File: src/rtl/cache_pkg.sv
// Shared types and constants for the cache block fill engine.
package cache_pkg;

    typedef enum logic {
        IDLE = 1'b0,
        FILL = 1'b1
    } fillState_e;

    localparam int WORDS_PER_BLOCK = 8;
    localparam int BLOCK_OFFSET_W  = 4;
    localparam int WORD_IDX_W      = 3;

    // Byte address of a 16-bit word: block base plus twice the word index.
    function automatic logic [15:0] wordAddr(input logic [15:BLOCK_OFFSET_W] blockHi,
                                             input logic [WORD_IDX_W-1:0] idx);
        return {blockHi, idx, 1'b0};
    endfunction

endpackage

File: src/rtl/fill_word_cnt.sv
// Word counter for one block: counts enabled cycles 0..7 and flags completion
// after the eighth; a synchronous clear rearms it for the next fill.
module fill_word_cnt
    import cache_pkg::*;
(
    input  logic                  clk,
    input  logic                  rst_n,
    input  logic                  clear,
    input  logic                  en,
    output logic [WORD_IDX_W-1:0] count,
    output logic                  done
);

    always_ff @(posedge clk) begin
        if (!rst_n || clear) begin
            count <= '0;
            done  <= 1'b0;
        end else if (en && !done) begin
            count <= count + 1'b1;
            if (count == WORD_IDX_W'(WORDS_PER_BLOCK - 1))
                done <= 1'b1;
        end
    end

endmodule

File: src/rtl/cache_fill_fsm.sv
// Cache block fill controller: issues eight word reads and writes returning data.
// Define CACHE_FILL_CRITICAL_WORD_FIRST_EN to start at the missed word and wrap.
module cache_fill_fsm
    import cache_pkg::*;
(
    input  logic        clk,
    input  logic        rst_n,
    input  logic        miss_detected,
    input  logic [15:0] miss_address,
    input  logic [15:0] memory_data,
    input  logic        memory_data_valid,
    output logic        fsm_busy,
    output logic        memory_read_en,
    output logic [15:0] memory_address,
    output logic        write_data_array,
    output logic [15:0] data_array_addr,
    output logic [15:0] fill_data,
    output logic        write_tag_array
);

    fillState_e                state;
    fillState_e                nextState;
    logic [15:BLOCK_OFFSET_W]  baseHi;
    logic [WORD_IDX_W-1:0]     startIdx;
    logic [WORD_IDX_W-1:0]     issueCnt;
    logic [WORD_IDX_W-1:0]     recvCnt;
    logic                      issueDone;
    logic                      recvDone;
    logic                      cntClear;
    logic                      unusedBits;

    assign cntClear  = (state == IDLE);
    assign fill_data = memory_data;

    always_ff @(posedge clk) begin
        if (!rst_n) begin
            state    <= IDLE;
            baseHi   <= '0;
            startIdx <= '0;
        end else begin
            state <= nextState;
            if (state == IDLE && miss_detected) begin
                baseHi <= miss_address[15:BLOCK_OFFSET_W];
`ifdef CACHE_FILL_CRITICAL_WORD_FIRST_EN
                startIdx <= miss_address[BLOCK_OFFSET_W-1:1];
`else
                startIdx <= '0;
`endif
            end
        end
    end

    // Outputs are gated by rst_n so a reset cycle mid-fill is silent.
    always_comb begin
        nextState        = state;
        fsm_busy         = 1'b0;
        memory_read_en   = 1'b0;
        memory_address   = 16'h0000;
        write_data_array = 1'b0;
        data_array_addr  = 16'h0000;
        write_tag_array  = 1'b0;
        case (state)
            IDLE: begin
                if (miss_detected)
                    nextState = FILL;
            end
            FILL: begin
                fsm_busy       = rst_n;
                memory_read_en = rst_n && !issueDone;
                if (memory_read_en)
                    memory_address = wordAddr(baseHi, startIdx + issueCnt);
                write_data_array = rst_n && memory_data_valid;
                if (write_data_array)
                    data_array_addr = wordAddr(baseHi, startIdx + recvCnt);
                write_tag_array = write_data_array &&
                                  (recvCnt == WORD_IDX_W'(WORDS_PER_BLOCK - 1));
                if (write_tag_array)
                    nextState = IDLE;
            end
            default: nextState = IDLE;
        endcase
    end

    fill_word_cnt u_issueCnt (
        .clk   (clk),
        .rst_n (rst_n),
        .clear (cntClear),
        .en    (memory_read_en),
        .count (issueCnt),
        .done  (issueDone)
    );

    fill_word_cnt u_recvCnt (
        .clk   (clk),
        .rst_n (rst_n),
        .clear (cntClear),
        .en    (write_data_array),
        .count (recvCnt),
        .done  (recvDone)
    );

    // The block ends on the eighth write, so the receive done flag is never consulted.
    assign unusedBits = ^{recvDone, miss_address[BLOCK_OFFSET_W-1:0]};

endmodule

File: config.mk
export PLATFORM = sky130hd
export DESIGN_NAME = cache_fill_fsm
export DESIGN_NICKNAME = d
export VERILOG_FILES = /design/src/rtl/cache_pkg.sv /design/src/rtl/fill_word_cnt.sv /design/src/rtl/cache_fill_fsm.sv
export SDC_FILE = /design/constraint.sdc
export NUM_CORES = 1
export LEC_CHECK = 0
export CORE_AREA = 2 2 60 62
export CTS_BUF_LIST = sky130_fd_sc_hd__clkbuf_2 sky130_fd_sc_hd__clkbuf_4 sky130_fd_sc_hd__clkbuf_8
export DETAILED_ROUTE_END_ITERATION = 12
export DIE_AREA = 0 0 62 64
export GPL_TIMING_DRIVEN = 0
export PLACE_DENSITY = 0.84
export SLEW_MARGIN = 20
export SYNTH_ARGS = -nofsm -noshare
export SYNTH_HDL_FRONTEND = slang
export SYNTH_HIERARCHICAL = 1
export SYNTH_SLANG_ARGS = --single-unit
export TNS_END_PERCENT = 30
File: constraint.sdc
create_clock -name clk -period 2.35 [get_ports clk]
set_input_delay 0.47 -clock clk [delete_from_list [all_inputs] [get_ports clk]]
set_output_delay 0.47 -clock clk [all_outputs]
set_load 0.05 [all_outputs]
======== Word-level counts from Yosys, hierarchy flattened ========
Index checks and enable logic that the tools add are counted.
storage, ports and cells
  register bits ........................... 21
  bits in latches ......................... 0
  RAM bits ................................ 0
  bits in read-only memories .............. 0
  input bits .............................. 36
  output and inout bits ................... 52
  logic and storage cells ................. 34
  memories kept ........................... 0
operators by class
  $add $sub $neg .......................... 2
  $mul .................................... 0
  divide/modulo/power cells ............... 0
  order comparisons ....................... 0
  eq/ne operators ......................... 2
  shift-type cells ........................ 0
  muxes and demuxes ....................... 11
  bitwise gates (word level) .............. 1
  reduce and logical (&&, ||, !) cells .... 12
operators by type and width
  operator                                     number
  two-way mux 16 bit                           4
  adder 3 x 1 -> 3 bit, second input constant  2
  equality test 3 bit, second input constant   2
  logical AND 1 bit                            6
  two-way mux 1 bit                            6
  AND reduction 2 bit                          2
  zero test 1 bit                              3
  one-hot mux 1 bit (2 select lines)           1
  logical OR 1 bit                             1
  inverter 1 bit                               1

======== Logic depth before layout (Yosys ltp) ========
  depth after elaboration ................. 5
  depth in mapped cells ................... 6
  gate-level depth less buffers ........... 5

======== Modules after synthesis ========
The synthesis kept the hierarchy.
by module, submodules not included
  module          times used  cells an instance  area an instance (um2)  seq. area each (um2)
  cache_fill_fsm  1           113                875.8                   260.2
  fill_word_cnt   2           16                 173.9                   80.1

======== Worst setup path before layout ========
No wires, ideal clock.
  kind .................................... input-to-output
  from .................................... input port rst_n
  to ...................................... output port memory_address[10]
  arrival time ............................ 1.547 ns
  required time ........................... 1.880 ns
  path slack .............................. 0.333 ns
  stages .................................. 4
  buffers on the path ..................... 1
  path through ............................ and2_4 -> nor2b_4 -> buf_6 -> and2_1
between the ends
  longest elaborated chain between the ends .. 3
ends and longest elaborated chain
  element             RTL line              source
  from (decl)         cache_fill_fsm.sv:7   input logic rst_n,
  logical AND 1 bit   cache_fill_fsm.sv:69  memory_read_en = rst_n && !issueDone;
  two-way mux 16 bit  cache_fill_fsm.sv:70  if (memory_read_en)
  two-way mux 16 bit  cache_fill_fsm.sv:62  case (state)
  to (decl)           cache_fill_fsm.sv:14  output logic [15:0] memory_address,
Every way passes these cells.

======== Worst setup path after layout ========
  from .................................... input port memory_data_valid
  to ...................................... output port data_array_addr[12]
between the ends
  longest elaborated chain between the ends .. 3
ends and longest elaborated chain
  element             RTL line              source
  from (decl)         cache_fill_fsm.sv:11  input logic memory_data_valid,
  logical AND 1 bit   cache_fill_fsm.sv:72  write_data_array = rst_n && memory_data_valid;
  two-way mux 16 bit  cache_fill_fsm.sv:73  if (write_data_array)
  two-way mux 16 bit  cache_fill_fsm.sv:62
  to (decl)           cache_fill_fsm.sv:16  output logic [15:0] data_array_addr,
Every way passes these cells.

==> impl_metrics.json <==
{
  "drv_cap": 0,
  "grt_pass1_wl_um": 4450,
  "postCtsSetupBuffers": 0,
  "seq_area_frac_synth_pct": 34.4,
  "dieWidth_um": 62,
  "min_path_type": "reg -> reg",
  "core-area_sq_mm": 0.00328,
  "cts_tree": "done",
  "start_util_pct": 37.3,
  "slew_viol_final": 0,
  "synth_seq_cells": 21,
  "status": "completed",
  "ir_worst_vdd_v": 0.000176,
  "crit_fanout": 12,
  "crit_top_cell": "buf_2",
  "syn2layout_area_growth_pct": 54.7,
  "syn_area_sq_mm": 0.00122,
  "io_buffers": 65,
  "yosys-top-cells-area": "dfxtp_1, and2_1, buf_4",
  "crit_slowest_cell": "clkdlybuf4s50_1",
  "slowest_delay_ps": 460,
  "fin_cells": 261,
  "path_cells": "clkdlybuf4s50_1 -> and3_1 -> buf_2 -> buf_4 -> and2_1 -> buf_2",
  "final_nets": 256,
  "powerDensity_mw_per_mm2": 418,
  "grt_pass1_vias": 1088,
  "num_rows": 21,
  "fmax_ghz": 0.436,
  "max_slew_margin_pct": 66.7,
  "wl_per_cell_um": 10.6,
  "clk_path_buf_depth": 2,
  "gp_congestion": 0.650,
  "rsz0062_at_grt": "no",
  "period_share_pct": 97.5,
  "cts_hold_buf": 0,
  "clkLatencyLatePin_ps": 290,
  "first_pass_iters": 4,
  "vias": 1121,
  "required_ps": 1880,
  "finClkSkew_ps": 1.17,
  "setup_viol": 0,
  "cts_max_level": 1,
  "path_clk_slew_ps": 120,
  "wirelength_um": 2780,
  "dieArea_sq_mm": 0.00397,
  "antenna_found_initial": 0,
  "ant_nets": 0,
  "die_h_um": 64,
  "io_pins": 88,
  "first_iter_violations": 24,
  "synth_cell_types": 22,
  "path_class": "in -> out",
  "dpl.cell_count": 257,
  "grt_max_degree": 13,
  "ys_warn_count": 6,
  "hold_violations": 0,
  "synth_top_area_share_pct": 34.4,
  "clkSinkCount": 21,
  "vias_per_cell": 4.30,
  "stdcell_area_sq_mm": 0.00189,
  "syn_inst": 145,
  "grt_use_total_pct": 14.2,
  "cts_root_buf": "clkbuf_4",
  "post-route-min-period_ps": 2290,
  "drive_gt1_share_pct": 30.2,
  "place_area_sq_mm": 0.00194,
  "final_cell_mix": "and2_1, clkdlybuf4s50_1, nand2_1",
  "antenna_cells": 0,
  "crit_path_end_kind": "primary output",
  "synth.avg_cell_area_sq_um": 8.44,
  "start_kind": "input pin",
  "critPathBufInv": 4,
  "cts_buffers": 3,
  "globalRoute.totalOverflow": 0,
  "p_leak_nw": 0.851,
  "synth_top_area_cell": "dfxtp_1",
  "worstMarginPinSlew_ps": 498,
  "post-route-drc-count": 0,
  "cp_top_family": "buffers and inverters",
  "dpl.hpwl_um": 2190,
  "cp_data_arrival_time_ps": 1820,
  "fin_setup_tns_ps": 0
}
## where the power goes
group / switching (mW) / total, mW / internal (mW)
sequential: 0.00830 / 0.378 / 0.369
combinational: 0.132 / 0.229 / 0.0977
clock: 0.106 / 0.184 / 0.0775
total: 0.246 / 0.791 / 0.544
## per-layer routing
layer  wire (um)  track usage, %  share of wire (%)  up-vias
li1            -               -                  -      576
met1        1180            16.6                 42      495
met2        1330            25.3                 48       48
met3         258            3.44                9.3        2
met4          12            3.19               0.43        0
met5           0               0                  0        -
## sequential cells by signal, indices dropped and copies added, names as in the netlist
register and count:
u_issueCnt/count 3, baseHi 12, u_recvCnt/done 1, u_issueCnt/done 1, state 1, u_recvCnt/count 3
## logic make-up (layout without fill, tap and decap cells)
kind of cell               after synthesis  count (layout)  synth area share [%]
xor gates and xnor gates                 2               2                  1.43
muxes                                    4               4                  3.27
DFF                                     21              21                  34.4
and+or+nand+nor                         73              73                  33.1
buffers and inverters                   25              94                  14.8
adders and majority gates                4               4                  4.09
other                                    1               2                 0.306
AOI/OAI and AO/OA                       15              15                  8.59
## tightest hold or removal path: stages (launching register included)
cell and delay, ps:
dfxtp_1 330, nand2_1 50, a21boi_0 60
## synthesized netlist by cell type (all sizes together)
| cell | number |
|---|---|
| inv | 1 |
| and4 | 1 |
| a21oi | 2 |
| mux2i | 4 |
| buf | 23 |
| clkbuf | 1 |
| and3 | 1 |
| o21ai | 1 |
| xnor2 | 2 |
| ha | 4 |
| nor2 | 9 |
| nand2 | 24 |
| nand2b | 3 |
| a21boi | 12 |
| dfxtp | 21 |
| nor2b | 3 |
| and2b | 1 |
| and2 | 31 |
| conb | 1 |
## layout make-up
| cell class | instances | area [sq um] |
|---|---|---|
| Buffer | 24 | 178 |
| Clock buffer | 4 | 30.0 |
| Fill cell | 339 | 1390 |
| Inverter | 1 | 3.75 |
| Multi-Input combinational cell | 100 | 626 |
| Sequential cell | 21 | 420 |
| Tap cell | 46 | 57.6 |
| Timing Repair Buffer | 65 | 578 |
## stage by stage
step	util [%]	total power, mW	hold WS, ps	setup slack, ps
finish	57.6	0.791	475	58.6
detailed placement	58.9	0.623	462	-722
CTS	57.6	0.800	479	10.3
global route	57.6	0.830	508	2.17
floorplan	-	0.543	447	333
global placement	58.9	0.620	455	-701
## timing repair
| action | in CTS | in global routing |
|---|---|---|
| cloned | 0 | 0 |
| resized for setup | 137 | 12 |
| endpoints found under the setup margin | 34 | 10 |
## final timing paths
| path | from | end | slack (ps) | depth (start not counted) |
|---|---|---|---|---|
| worst max-delay path | memory_data_valid | data_array_addr[12] | 60 | 6 |
| worst min-delay path | baseHi[14] | baseHi[14] | 470 | 2 |
| worst max register to register | state | u_recvCnt/count[1] | 830 | 6 |
| worst min register to register | baseHi[14] | baseHi[14] | 470 | 2 |
(Power assumes the default switching activity.)
